--- src/rtl/gs_mem_arbiter_if.sv ---
// Signal bundle between the GS core / host loader / memory controller and the arbiter.
// The arbiter uses the slave view; whatever drives the core, loader and memory uses master.
interface gs_mem_arbiter_if #(
    parameter int ADDR_W = 21
);
    logic              CE_IN;
    logic              GS_CE;
    logic [ADDR_W-1:0] GS_MA;
    logic [7:0]        GS_MDO;
    logic              GS_MRD_n;
    logic              GS_MWE_n;
    logic [7:0]        GS_MDI;
    logic              LD_HOLD;
    logic              LD_REQ;
    logic              LD_WR;
    logic [ADDR_W-1:0] LD_ADDR;
    logic [7:0]        LD_DATA;
    logic              LD_ACK;
    logic [7:0]        LD_Q;
    logic [ADDR_W-1:0] MEM_A;
    logic [7:0]        MEM_D;
    logic [7:0]        MEM_Q;
    logic              MEM_WE;
    logic              MEM_OE;

    modport slave (
        input  CE_IN, GS_MA, GS_MDO, GS_MRD_n, GS_MWE_n,
        input  LD_HOLD, LD_REQ, LD_WR, LD_ADDR, LD_DATA, MEM_Q,
        output GS_CE, GS_MDI, LD_ACK, LD_Q, MEM_A, MEM_D, MEM_WE, MEM_OE
    );

    modport master (
        output CE_IN, GS_MA, GS_MDO, GS_MRD_n, GS_MWE_n,
        output LD_HOLD, LD_REQ, LD_WR, LD_ADDR, LD_DATA, MEM_Q,
        input  GS_CE, GS_MDI, LD_ACK, LD_Q, MEM_A, MEM_D, MEM_WE, MEM_OE
    );
endinterface

--- src/rtl/gs_mem_arbiter.sv ---
// Shares one 8-bit memory port between the GS Z80 bus and a host loader.
// The GS core is stalled through GS_CE until its strobe has been serviced once.
module gs_mem_arbiter #(
    parameter int ACC_CYC = 2,
    parameter int ADDR_W  = 21
) (
    input  logic              CLK,
    input  logic              RESET,
    gs_mem_arbiter_if.slave   bus
);
    typedef enum logic [1:0] {
        IDLE   = 2'd0,
        GS_ACC = 2'd1,
        LD_ACC = 2'd2
    } state_t;

    localparam logic [3:0] CNT_INIT = 4'(ACC_CYC - 1);

    state_t            r_state;
    state_t            w_state_nxt;
    logic [3:0]        r_cnt;
    logic              r_gs_done;
    logic              r_last_gs;
    logic [ADDR_W-1:0] r_mem_a;
    logic [7:0]        r_mem_d;
    logic              r_mem_we;
    logic              r_mem_oe;
    logic              r_ld_ack;
    logic [7:0]        r_ld_q;
    logic [7:0]        r_gs_mdi;

    logic w_gs_strobe;
    logic w_gs_need;
    logic w_start_gs;
    logic w_start_ld;
    logic w_fin;

    assign w_gs_strobe = ~bus.GS_MRD_n | ~bus.GS_MWE_n;
    // gs_done masks a strobe that was already serviced but is still held by the core
    assign w_gs_need   = w_gs_strobe & ~r_gs_done;

    assign bus.GS_CE  = bus.CE_IN & ~bus.LD_HOLD & ~w_gs_need & ~RESET;
    assign bus.GS_MDI = r_gs_mdi;
    assign bus.LD_ACK = r_ld_ack;
    assign bus.LD_Q   = r_ld_q;
    assign bus.MEM_A  = r_mem_a;
    assign bus.MEM_D  = r_mem_d;
    assign bus.MEM_WE = r_mem_we;
    assign bus.MEM_OE = r_mem_oe;

    always_ff @(posedge CLK) begin
        if (RESET) r_state <= IDLE;
        else       r_state <= w_state_nxt;
    end

    // Round-robin: on a tie the requester not served last goes first
    always_comb begin
        w_state_nxt = r_state;
        w_start_gs  = 1'b0;
        w_start_ld  = 1'b0;
        w_fin       = 1'b0;
        case (r_state)
            IDLE: begin
                if (w_gs_need && (!bus.LD_REQ || !r_last_gs)) begin
                    w_start_gs  = 1'b1;
                    w_state_nxt = GS_ACC;
                end else if (bus.LD_REQ) begin
                    w_start_ld  = 1'b1;
                    w_state_nxt = LD_ACC;
                end
            end
            GS_ACC, LD_ACC: begin
                if (r_cnt == 4'd0) begin
                    w_fin       = 1'b1;
                    w_state_nxt = IDLE;
                end
            end
            default: w_state_nxt = IDLE;
        endcase
    end

    always_ff @(posedge CLK) begin
        if (RESET) begin
            r_cnt     <= 4'd0;
            r_gs_done <= 1'b0;
            r_last_gs <= 1'b0;
            r_mem_a   <= '0;
            r_mem_d   <= 8'h00;
            r_mem_we  <= 1'b0;
            r_mem_oe  <= 1'b0;
            r_ld_ack  <= 1'b0;
            r_ld_q    <= 8'h00;
            r_gs_mdi  <= 8'hFF;
        end else begin
            r_ld_ack <= 1'b0;
            if (w_start_gs) begin
                r_mem_a   <= bus.GS_MA;
                r_mem_d   <= bus.GS_MDO;
                r_mem_we  <= ~bus.GS_MWE_n;
                r_mem_oe  <= ~bus.GS_MRD_n;
                r_cnt     <= CNT_INIT;
                r_last_gs <= 1'b1;
            end else if (w_start_ld) begin
                r_mem_a   <= bus.LD_ADDR;
                r_mem_d   <= bus.LD_DATA;
                r_mem_we  <= bus.LD_WR;
                r_mem_oe  <= ~bus.LD_WR;
                r_cnt     <= CNT_INIT;
                r_last_gs <= 1'b0;
            end else if (w_fin) begin
                r_mem_we <= 1'b0;
                r_mem_oe <= 1'b0;
                if (r_state == GS_ACC) begin
                    if (r_mem_oe) r_gs_mdi <= bus.MEM_Q;
                end else begin
                    r_ld_q   <= bus.MEM_Q;
                    r_ld_ack <= 1'b1;
                end
            end else if (r_state != IDLE) begin
                r_cnt <= r_cnt - 4'd1;
            end

            // Completion wins so a strobe dropped mid-access still clears a cycle later
            if (w_fin && r_state == GS_ACC) r_gs_done <= 1'b1;
            else if (!w_gs_strobe)          r_gs_done <= 1'b0;
        end
    end
endmodule

--- src/flat_wrapper.sv ---
// flat-port wrapper written by rule: the top's interface ports become plain ports
module gs_mem_arbiter_flat 
#(
    parameter int ACC_CYC = 2,
    parameter int ADDR_W  = 21
)
  (CLK, RESET, bus_CE_IN, bus_GS_MA, bus_GS_MDO, bus_GS_MRD_n, bus_GS_MWE_n, bus_LD_HOLD, bus_LD_REQ, bus_LD_WR, bus_LD_ADDR, bus_LD_DATA, bus_MEM_Q, bus_GS_CE, bus_GS_MDI, bus_LD_ACK, bus_LD_Q, bus_MEM_A, bus_MEM_D, bus_MEM_WE, bus_MEM_OE);
  gs_mem_arbiter_if #(.ADDR_W(ADDR_W)) bus_i ();
  input  logic CLK;
  input  logic RESET;
  input wire logic [$bits(bus_i.CE_IN)-1:0] bus_CE_IN;
  input wire logic [$bits(bus_i.GS_MA)-1:0] bus_GS_MA;
  input wire logic [$bits(bus_i.GS_MDO)-1:0] bus_GS_MDO;
  input wire logic [$bits(bus_i.GS_MRD_n)-1:0] bus_GS_MRD_n;
  input wire logic [$bits(bus_i.GS_MWE_n)-1:0] bus_GS_MWE_n;
  input wire logic [$bits(bus_i.LD_HOLD)-1:0] bus_LD_HOLD;
  input wire logic [$bits(bus_i.LD_REQ)-1:0] bus_LD_REQ;
  input wire logic [$bits(bus_i.LD_WR)-1:0] bus_LD_WR;
  input wire logic [$bits(bus_i.LD_ADDR)-1:0] bus_LD_ADDR;
  input wire logic [$bits(bus_i.LD_DATA)-1:0] bus_LD_DATA;
  input wire logic [$bits(bus_i.MEM_Q)-1:0] bus_MEM_Q;
  output wire logic [$bits(bus_i.GS_CE)-1:0] bus_GS_CE;
  output wire logic [$bits(bus_i.GS_MDI)-1:0] bus_GS_MDI;
  output wire logic [$bits(bus_i.LD_ACK)-1:0] bus_LD_ACK;
  output wire logic [$bits(bus_i.LD_Q)-1:0] bus_LD_Q;
  output wire logic [$bits(bus_i.MEM_A)-1:0] bus_MEM_A;
  output wire logic [$bits(bus_i.MEM_D)-1:0] bus_MEM_D;
  output wire logic [$bits(bus_i.MEM_WE)-1:0] bus_MEM_WE;
  output wire logic [$bits(bus_i.MEM_OE)-1:0] bus_MEM_OE;
  assign bus_i.CE_IN = bus_CE_IN;
  assign bus_i.GS_MA = bus_GS_MA;
  assign bus_i.GS_MDO = bus_GS_MDO;
  assign bus_i.GS_MRD_n = bus_GS_MRD_n;
  assign bus_i.GS_MWE_n = bus_GS_MWE_n;
  assign bus_i.LD_HOLD = bus_LD_HOLD;
  assign bus_i.LD_REQ = bus_LD_REQ;
  assign bus_i.LD_WR = bus_LD_WR;
  assign bus_i.LD_ADDR = bus_LD_ADDR;
  assign bus_i.LD_DATA = bus_LD_DATA;
  assign bus_i.MEM_Q = bus_MEM_Q;
  assign bus_GS_CE = bus_i.GS_CE;
  assign bus_GS_MDI = bus_i.GS_MDI;
  assign bus_LD_ACK = bus_i.LD_ACK;
  assign bus_LD_Q = bus_i.LD_Q;
  assign bus_MEM_A = bus_i.MEM_A;
  assign bus_MEM_D = bus_i.MEM_D;
  assign bus_MEM_WE = bus_i.MEM_WE;
  assign bus_MEM_OE = bus_i.MEM_OE;
  gs_mem_arbiter #(.ACC_CYC(ACC_CYC), .ADDR_W(ADDR_W)) u_core (.CLK(CLK), .RESET(RESET), .bus(bus_i));
endmodule
--- config.mk ---
export PLATFORM = sky130hd
export DESIGN_NAME = gs_mem_arbiter_flat
export DESIGN_NICKNAME = d
export VERILOG_FILES = /design/src/rtl/gs_mem_arbiter_if.sv /design/src/rtl/gs_mem_arbiter.sv /design/src/flat_wrapper.sv
export SDC_FILE = /design/constraint.sdc
export NUM_CORES = 1
export LEC_CHECK = 0
export BUFFER_PORTS_ARGS = -buffer_cell sky130_fd_sc_hd__buf_2
export CORE_ASPECT_RATIO = 0.8
export CORE_MARGIN = 1
export CORE_UTILIZATION = 49
export DETAILED_ROUTE_END_ITERATION = 7
export PLACE_DENSITY = 0.85
export SLEW_MARGIN = 20
export SYNTH_ARGS = -nofsm -noshare
export SYNTH_HDL_FRONTEND = slang
export SYNTH_SLANG_ARGS = --single-unit
--- constraint.sdc ---
create_clock -name CLK -period 5.85 [get_ports CLK]
set_input_delay 1.17 -clock CLK [delete_from_list [all_inputs] [get_ports CLK]]
set_output_delay 1.17 -clock CLK [all_outputs]
set_load 0.1 [all_outputs]
==> results of run 1 <==
==> registers in the layout, summed over array words and instances (netlist names) <==
| register | flops |
|---|---|
| u_core.r_last_gs | 1 |
| u_core.bus.MEM_OE | 1 |
| u_core.bus.LD_Q | 8 |
| u_core.r_state | 2 |
| u_core.bus.MEM_A | 21 |
| u_core.r_gs_done | 1 |
| u_core.bus.LD_ACK | 1 |
| u_core.bus.GS_MDI | 8 |
| u_core.bus.MEM_WE | 1 |
| u_core.r_cnt | 4 |
| u_core.bus.MEM_D | 8 |
==> where the power goes <==
| part | internal (uW) | leakage [uW] | switching, uW | total, uW |
|---|---|---|---|---|
| Combinational | 222 | 0.00108 | 748 | 970 |
| Sequential | 460 | 0.000461 | 40.1 | 500 |
| Clock | 87.6 | 0.0000487 | 129 | 216 |
| Total | 770 | 0.00159 | 917 | 1690 |
==> final cells by class <==
cell class | count | area, sq um | area share
clock buffer | 5 | 68.8 | 0.0213
clock inverter | 3 | 26.3 | 0.00814
inverter | 6 | 22.5 | 0.00698
multi-input combinational | 185 | 1300 | 0.402
sequential | 56 | 1120 | 0.347
tap | 60 | 75.1 | 0.0233
timing repair buffer | 123 | 618 | 0.191
==> worst register-to-register path: stages, from the launching register on <==
cell,delay [ns]
dfxtp_1,0.32
inv_1,0.07
ha_1,0.51
nand3_2,0.90
mux2i_1,0.50
a211oi_1,0.12
==> kinds of logic after synthesis <==
family          Yosys count  share of synthesized area
flops                    56                      0.447
fa+ha+maj                 4                     0.0200
compound gates           48                      0.148
simple gates             87                      0.161
mux                      45                      0.180
xor+xnor                  1                    0.00350
buf+inv                  25                     0.0404
==> per-stage QoR <==
step | hold slack [ns] | utilization | power (uW) | setup WS, ns | instance area [sq um]
3_5_place_dp | 0.467 | 0.660 | 1480 | 2.27 | 3130
2_1_floorplan | 0.450 | - | 1330 | 0.153 | 2510
5_1_grt | 0.515 | 0.682 | 1770 | 2.20 | 3230
3_3_place_gp | 0.464 | 0.660 | 1460 | 2.28 | 3130
4_1_cts | 0.482 | 0.680 | 1700 | 2.27 | 3220
6_report | 0.482 | 0.682 | 1690 | 2.27 | 3230
==> layer usage <==
layer,share of wire,track usage,up-vias,wire (um)
met5,0,0,-,0
met4,0.0042,0.0329,0,24
met3,0.062,0.0497,5,356
met2,0.50,0.394,70,2840
met1,0.44,0.246,1015,2500
li1,-,-,1165,-
==> cells in the mapped netlist <==
cell type and n:
nor2_1 58, dfxtp_1 56, mux2i_1 45, a211oi_1 29, clkbuf_1 13, nor3_1 9
a21oi_1 7, buf_2 6, inv_1 6, nand2_1 5, ha_1 4, o21ai_0 3
a221oi_1 2, nand2b_1 2, nand3_1 2, nor2b_1 2, a2111oi_0 1, a2111oi_4 1
a21bo_2 1, a21boi_0 1, a21o_1 1, a21oi_4 1, a22oi_1 1, and2_1 1
and4bb_2 1, nand4_1 1, nand4bb_4 1, nor3b_1 1, nor4_1 1, nor4b_1 1
or2_1 1, or3_1 1, xor2_1 1
==> cell usage in the layout (no fill, tap or decap), drive strengths merged, types with 5 or more instances in the layout <==
| cell | n |
|---|---|
| mux2i | 45 |
| nor2 | 58 |
| dfxtp | 56 |
| buf | 123 |
| clkbuf | 5 |
| a211oi | 29 |
| inv | 7 |
| a21oi | 8 |
| nor3 | 9 |
| nand2 | 5 |
==> path summary, 6_finish.rpt <==
path / start / end / slack [ns] / cells past startpoint
max: RESET / bus_GS_CE / 2.27 / 4
min: u_core.r_state[1] / u_core.r_state[1] / 0.48 / 2
max reg2reg: u_core.r_state[1] / u_core.bus.MEM_D[3] / 3.30 / 5
min reg2reg: u_core.r_state[1] / u_core.r_state[1] / 0.48 / 2
==> flow_summary.yaml, run 1 <==
floorplan:
  die_y_um: 66.0
  io_pins: 123
  core.rowCount: 22
  initial_core_util: 0.529
  core_area_sq_um: 4730
  dieArea_sq_um: 5410
  die_x_um: 82.0
drt:
  routedWlPerCell_um: 13.0
  wl_um: 5710
  dr.pass1.iters: 4
  drtAntennaViolNets: 0
  vias: 2255
  drtIter0Drc: 79
  route.detailed.drc: 0
  via_per_inst: 5.15
global_routing:
  grt_max_degree: 66
  grt_pass1_vias: 1986
  grt_pass1_wl_um: 8820
  grtUsageTotal: 0.211
  grt_overflow_total: 0
  antenna_found_initial: 0
pwr:
  powerDensity_nw_per_um2: 523
  p_leak_uw: 0.00159
  peakVddDrop_mv: 0.355
place:
  placed_cells: 430
  globalplace.congestion: 0.800
  numPortBuffers: 122
  dpl.hpwl_um: 4180
sta:
  finalHoldViolCount: 0
  max_freq_ghz: 0.279
  relSlewSlack: 0.334
  tns_ns: 0
  setup_viol: 0
  fin_crit_ns: 3.58
  grt_setup_unrepaired: "false"
  fin_worst_skew_ns: 0.0128
  tightest_slew_ns: 0.998
  slew_viol_final: 0
  period_share: 0.613
clock_tree:
  htreeDepth: 2
  clk_pin_slew_ns: 0.10
  clk_latency_ns: 0.31
  cts_resized: 0
  holdBufCountCts: 0
  cts_buffers: 5
  clock_tree.root_cell: "clkbuf_8"
  cts.sinks: 56
  cts_tree: "yes"
  cts_setup_buffers: 0
  cts_buffer_depth: 2
logic_synthesis:
  synthTopCellsByArea: "dfxtp_1 (45%), mux2i_1 (18%), a211oi_1 (8.7%), nor2_1 (8.7%), ha_1 (2.0%)"
  synth_seq_cells: 56
  synth_cell_types: 33
  synth_seq_area_share: 0.447
  synth_top_area_cell: "dfxtp_1"
  syn_avg_cell_area_sq_um: 9.42
  syn_nets: 344
  syn_inst: 266
  syn_area_sq_um: 2510
  yosys.area.top_type_share: 0.447
  yosys_warnings: 0
critical_path:
  worstPathArrival_ns: 2.41
  critPathBufInv: 3
  required_ns: 4.68
  end_kind: "primary output"
  cp_common_cell: "buf_2"
  critPathMaxStageDelay_ns: 0.47
  cp-start-kind: "input pin"
  crit_slowest_cell: "buf_2"
  worstPathMaxFanout: 65
  critPathTopFamily: "buffers and inverters"
  worst-setup-path-type: "input pin to primary output"
  path_cells: "buf_2 -> buf_4 -> nor4b_1 -> buf_2"
layout:
  fin_nets: 455
  final-instance-count-excl-fill: 438
  diodes: 0
  drive_above_1_share: 0.365
  syn2layout_area_growth_pct: 28.8
  nFillCells: 395
worst_hold_path:
  hp-class: "register to register"
job:
  maxCapViolations: 0
status:
  run_status: "complete, no violations"
Note: power is estimated with default switching activity, not from simulation.
==> run 2, diff against run 1 <==
Settings changed: CORE_UTILIZATION 49 to 46, PLACE_DENSITY 0.85 to 0.8.
Clock period 5.85 ns to 3.6 ns, I/O delays scaled along.
==> run 2 against run 1 <==
Net effect:
- the run now ends with design-rule violations left
- die area grew 6.3%
- clock-buffer cell count increased by 1
- via count is 1.7% lower
- first-iteration DRC count rose by 27%
- clock power grew 88%
- critical path depth did not move
- sequential share of layout area fell by 0.24 points
- non-clock buffer count grew 1
- utilization shrank 4.7 points
- power is 65% higher
- worst hold slack improved by 0.0012 ns
- critical path type unchanged
- critical endpoint unchanged
- largest power group unchanged
==> flow_summary.yaml, run 2 (same netlist as run 1, synthesis figures left out) <==
layout:
  largest_register_ffs: 21
  final_common_cell: "buf_2"
  syn2layout_area_growth_pct: 29.7
  diodes: 0
  nFillCells: 452
  fin_nets: 456
  final_cell_mix: "buf_2 (122), nor2_1 (58), dfxtp_1 (56)"
  drive_above_1_share: 0.367
  fin_area_sq_um: 3250
job:
  maxCapViolations: 0
global_routing:
  grt_pass1_wl_um: 8590
  grt_use_met3: 0.0446
  grt_overflow_total: 0
  met2_usage: 0.345
  grt_most_used_layer: "met2"
  grt_use_met1: 0.229
  antenna_found_initial: 0
  grt_pass1_vias: 1867
  grtUsageTotal: 0.193
  grt_max_degree: 65
sta:
  fin_ws_ns: 1.17
  finalHoldViolCount: 0
  relSlewSlack: 0.306
  grt_setup_unrepaired: "false"
  max_freq_ghz: 0.411
  period_share: 0.675
  fin_worst_skew_ns: 0.00825
  setup_viol: 0
  slew_viol_final: 0
  tns_ns: 0
  tightest_slew_ns: 1.04
  fin_crit_ns: 2.43
drt:
  via_per_inst: 5.02
  dr.pass1.iters: 8
  drtAntennaViolNets: 0
  vias: 2216
  wl_um: 5800
  route.detailed.drc: 8
  drtIter0Drc: 100
  routedWlPerCell_um: 13.2
place:
  globalplace.congestion: 0.761
  dpl.hpwl_um: 4100
  place_ws_ns: 1.09
  place_area_sq_um: 3140
  numPortBuffers: 122
clock_tree:
  holdBufCountCts: 0
  cts.sinks: 56
  clock_tree.root_cell: "clkbuf_8"
  cts_resized: 0
  clk_pin_slew_ns: 0.09
  cts_buffers: 5
  clk_latency_ns: 0.31
  cts_buffer_depth: 2
  cts_tree: "yes"
  cts_setup_buffers: 0
  htreeDepth: 2
pwr:
  powerDensity_nw_per_um2: 856
  peakVddDrop_mv: 0.375
  finalPower_uw: 2780
  p_leak_uw: 0.00160
critical_path:
  path_cells: "buf_2 -> a21oi_4 -> nor4b_2 -> buf_2"
  required_ns: 2.88
  crit_slowest_cell: "buf_2"
  critPathMaxStageDelay_ns: 0.48
  cp-start-kind: "input pin"
  worstPathMaxFanout: 9
  rrSetupSlack_ns: 1.19
  reg2reg_depth: 6
  worstPathArrival_ns: 1.71
  worst-setup-path-type: "input pin to primary output"
  r2r_end: "u_core.bus.MEM_A[4]"
  worstSetupStartpoint: "bus_GS_MWE_n"
  r2r-start: "u_core.r_state[0]"
  worstSetupEndpoint: "bus_GS_CE"
  end_kind: "primary output"
  cp_common_cell: "buf_2"
floorplan:
  core_area_sq_um: 5120
  initial_core_util: 0.489
  die_x_um: 84.5
  dieArea_sq_um: 5750
  die_y_um: 68.0
  core.rowCount: 23
  io_pins: 123
worst_hold_path:
  hp-class: "register to register"
status:
  violations: "design-rule violations"
  run_status: "finished, violations left"
-- run 2: per-stage QoR --
step	cells	utilization	hold WS (ns)
floorplan	266	-	0.450
global placement	433	0.614	0.463
detailed placement	433	0.614	0.470
CTS	441	0.635	0.485
global route	441	0.635	0.524
finish	441	0.635	0.483
-- run 2: final cells by class --
| cell class | instances | area, sq um | area share |
|---|---|---|---|
| well taps | 62 | 77.6 | 0.0239 |
| inverters | 6 | 22.5 | 0.00693 |
| multi-input cells | 185 | 1300 | 0.399 |
| clock buffers | 6 | 72.6 | 0.0223 |
| flip-flops and latches | 56 | 1120 | 0.345 |
| repair buffers | 124 | 626 | 0.192 |
| clock inverters | 2 | 35.0 | 0.0108 |
-- run 2: report_power, final --
group | switching [uW] | total [uW] | internal, uW
combinational | 1210 | 1560 | 357
clock | 198 | 405 | 207
sequential | 63.3 | 811 | 748
-- run 2: critical path, delay by kind of cell --
kind / cells / cell delay [ns]
AO/OA/AOI/OAI: 1 / 0.11
buffers and inverters: 2 / 0.61
AND/OR/NAND/NOR: 1 / 0.27
-- run 2: layer usage --
layer,vias up,wire length [um]
met1,987,2590
met4,0,85
met2,57,2820
met5,-,0
li1,1165,-
met3,7,307
-- run 2: worst min-delay path by stage --
stage | startpoint | to | slack [ns] | cells after the start
2_1_floorplan | u_core.r_state[1] | u_core.r_state[1] | 0.45 | 2
3_3_place_gp | u_core.r_state[1] | u_core.r_state[1] | 0.46 | 2
3_5_place_dp | u_core.r_state[1] | u_core.r_state[1] | 0.47 | 2
4_1_cts | u_core.r_state[1] | u_core.r_state[1] | 0.49 | 2
5_1_grt | u_core.bus.MEM_D[1] | u_core.bus.MEM_D[1] | 0.52 | 2
6_report | u_core.r_state[1] | u_core.r_state[1] | 0.48 | 2
==> run 3, diff against run 2 <==
Clock period 3.6 ns to 2.27 ns, I/O delays scaled along.
==> run 3 against run 2 <==
Net effect:
- the run still ends with design-rule violations left
- worst setup slack worse by 0.89 ns
- sequential power up 59%
- clock power up 24%
- critical path depth up 1
- power up 56%
- non-clock buffer count up 4
- first-iteration DRC count up 5.0%
- utilization up 0.71 points
- global-route usage down 0.11 points
- sequential share of layout area down 0.38 points
- largest cell class unchanged
==> flow_summary.yaml, run 3 (same netlist as run 1, synthesis figures left out) <==
sta:
  fin_worst_skew_ns: 0.00785
  max_freq_ghz: 0.503
  finalHoldViolCount: 0
  tns_ns: 0
  relSlewSlack: 0.574
  slew_viol_final: 0
  fin_ws_ns: 0.280
  tightest_slew_ns: 0.639
  fin_crit_ns: 1.99
  period_share: 0.877
  setup_viol: 0
  grt_setup_unrepaired: "false"
global_routing:
  antenna_found_initial: 0
  grt_overflow_total: 0
  grt_pass1_wl_um: 8770
  grtUsageTotal: 0.192
  grt_pass1_vias: 1933
  grt_max_degree: 65
status:
  run_status: "finished, violations left"
  violations: "design-rule violations"
layout:
  syn2layout_area_growth_pct: 31.2
  fin_nets: 460
  final-instance-count-excl-fill: 444
  drive_above_1_share: 0.372
  final_cell_mix: "buf_2 (121), nor2_1 (58), dfxtp_1 (56)"
  largest_register_ffs: 21
  diodes: 0
  final_common_cell: "buf_2"
clock_tree:
  cts_resized: 0
  holdBufCountCts: 0
  cts_buffers: 5
  htreeDepth: 2
  cts.sinks: 56
  clk_pin_slew_ns: 0.09
  cts_tree: "yes"
  clk_latency_ns: 0.30
  cts_setup_buffers: 0
  clock_tree.root_cell: "clkbuf_8"
  cts_buffer_depth: 2
worst_hold_path:
  hp-class: "input pin to register"
  min_from: "bus_MEM_Q[3]"
critical_path:
  r2r-start: "u_core.r_state[0]"
  end_kind: "register"
  path_cells: "inv_1 -> ha_1 -> and4bb_2 -> nand4_1 -> mux2i_1"
  critPathMaxStageDelay_ns: 0.50
  worstPathArrival_ns: 2.17
  critPathBufInv: 1
  critPathTopFamily: "simple AND/OR/NAND/NOR gates"
  crit_slowest_cell: "nand4_1"
  cp-start-kind: "register"
  worst-setup-path-type: "register to register"
  worstPathMaxFanout: 8
  required_ns: 2.45
  worstSetupStartpoint: "u_core.r_state[0]"
place:
  numPortBuffers: 122
  place_ws_ns: 0.303
  globalplace.congestion: 0.772
  dpl.hpwl_um: 4180
  placed_cells: 437
pwr:
  p_clk_frac: 0.116
  internal_power_uw: 2000
  p_leak_uw: 0.00162
  swShare: 0.538
  p_switching_uw: 2330
  peakVddDrop_mv: 0.680
  powerDensity_nw_per_um2: 1320
  comb_power_share: 0.586
  seqPwrFrac: 0.297
floorplan:
  die_y_um: 68.0
  die_x_um: 84.5
  core_area_sq_um: 5120
  initial_core_util: 0.489
  dieArea_sq_um: 5750
  core.rowCount: 23
  io_pins: 123
drt:
  dr.pass1.iters: 6
  drtIter0Drc: 105
  vias: 2267
  wl_um: 5700
  route.detailed.drc: 10
  via_per_inst: 5.11
  routedWlPerCell_um: 12.8
  drtAntennaViolNets: 0
job:
  maxCapViolations: 0
[run 3: changes by cell type in the layout (fill, tap and decap cells not counted)]
| cell | delta |
|---|---|
| buf_12 | +2 |
| buf_2 | -1 |
| buf_4 | +3 |
| bufinv_16 | -1 |
| nor4b_2 | -1 |
| nor4b_4 | +1 |
[run 3: worst register-to-register path: cells and delay by family (launching register included)]
family	cells	cell delay [ns]
buffers and inverters	1	0.05
AND/OR/NAND/NOR	2	0.86
multiplexers	1	0.25
adder cells (fa/ha/maj)	1	0.34
flip-flops	1	0.36
[run 3: power groups by stage]
stage	sequential [uW]	clock, uW	combinational, uW
6_report	1290	504	2540
5_1_grt	1320	570	2670
4_1_cts	1290	529	2550
3_5_place_dp	1310	0	2550
3_3_place_gp	1300	0	2510
2_1_floorplan	2570	0	851
[run 3: per-layer routing]
metal  global-route usage  routed length (um)  up-vias
met5                    0                   0        -
met4               0.0530                  46        0
met1                0.245                2570     1032
met3               0.0398                 297        7
li1                     -                   -     1169
met2                0.337                2790       59
[run 3: area by class of cell]
class	count	area, sq um
Clock buffer	6	72.6
Clock inverter	1	5.00
Fill cell	447	1840
Inverter	6	22.5
Multi-Input combinational cell	185	1310
Sequential cell	56	1120
Tap cell	62	77.6
Timing Repair Buffer	128	683
[run 3: per-stage QoR]
stage / utilization / instance area (sq um) / hold WS [ns] / total power, uW
after global routing: 0.642 / 3290 / 0.407 / 4550
after detailed placement: 0.627 / 3210 / 0.481 / 3860
after floorplan: - / 2520 / 0.450 / 3420
final: 0.642 / 3290 / 0.401 / 4330
after CTS: 0.642 / 3290 / 0.394 / 4370
after global placement: 0.627 / 3210 / 0.468 / 3810
[run 3: worst paths after layout]
check / cells past startpoint / to / slack (ns)
min reg2reg: 2 / u_core.bus.MEM_D[5] / 0.50
max: 5 / u_core.bus.GS_MDI[1] / 0.28
min: 3 / u_core.bus.LD_Q[3] / 0.40
max reg2reg: 5 / u_core.bus.GS_MDI[1] / 0.28
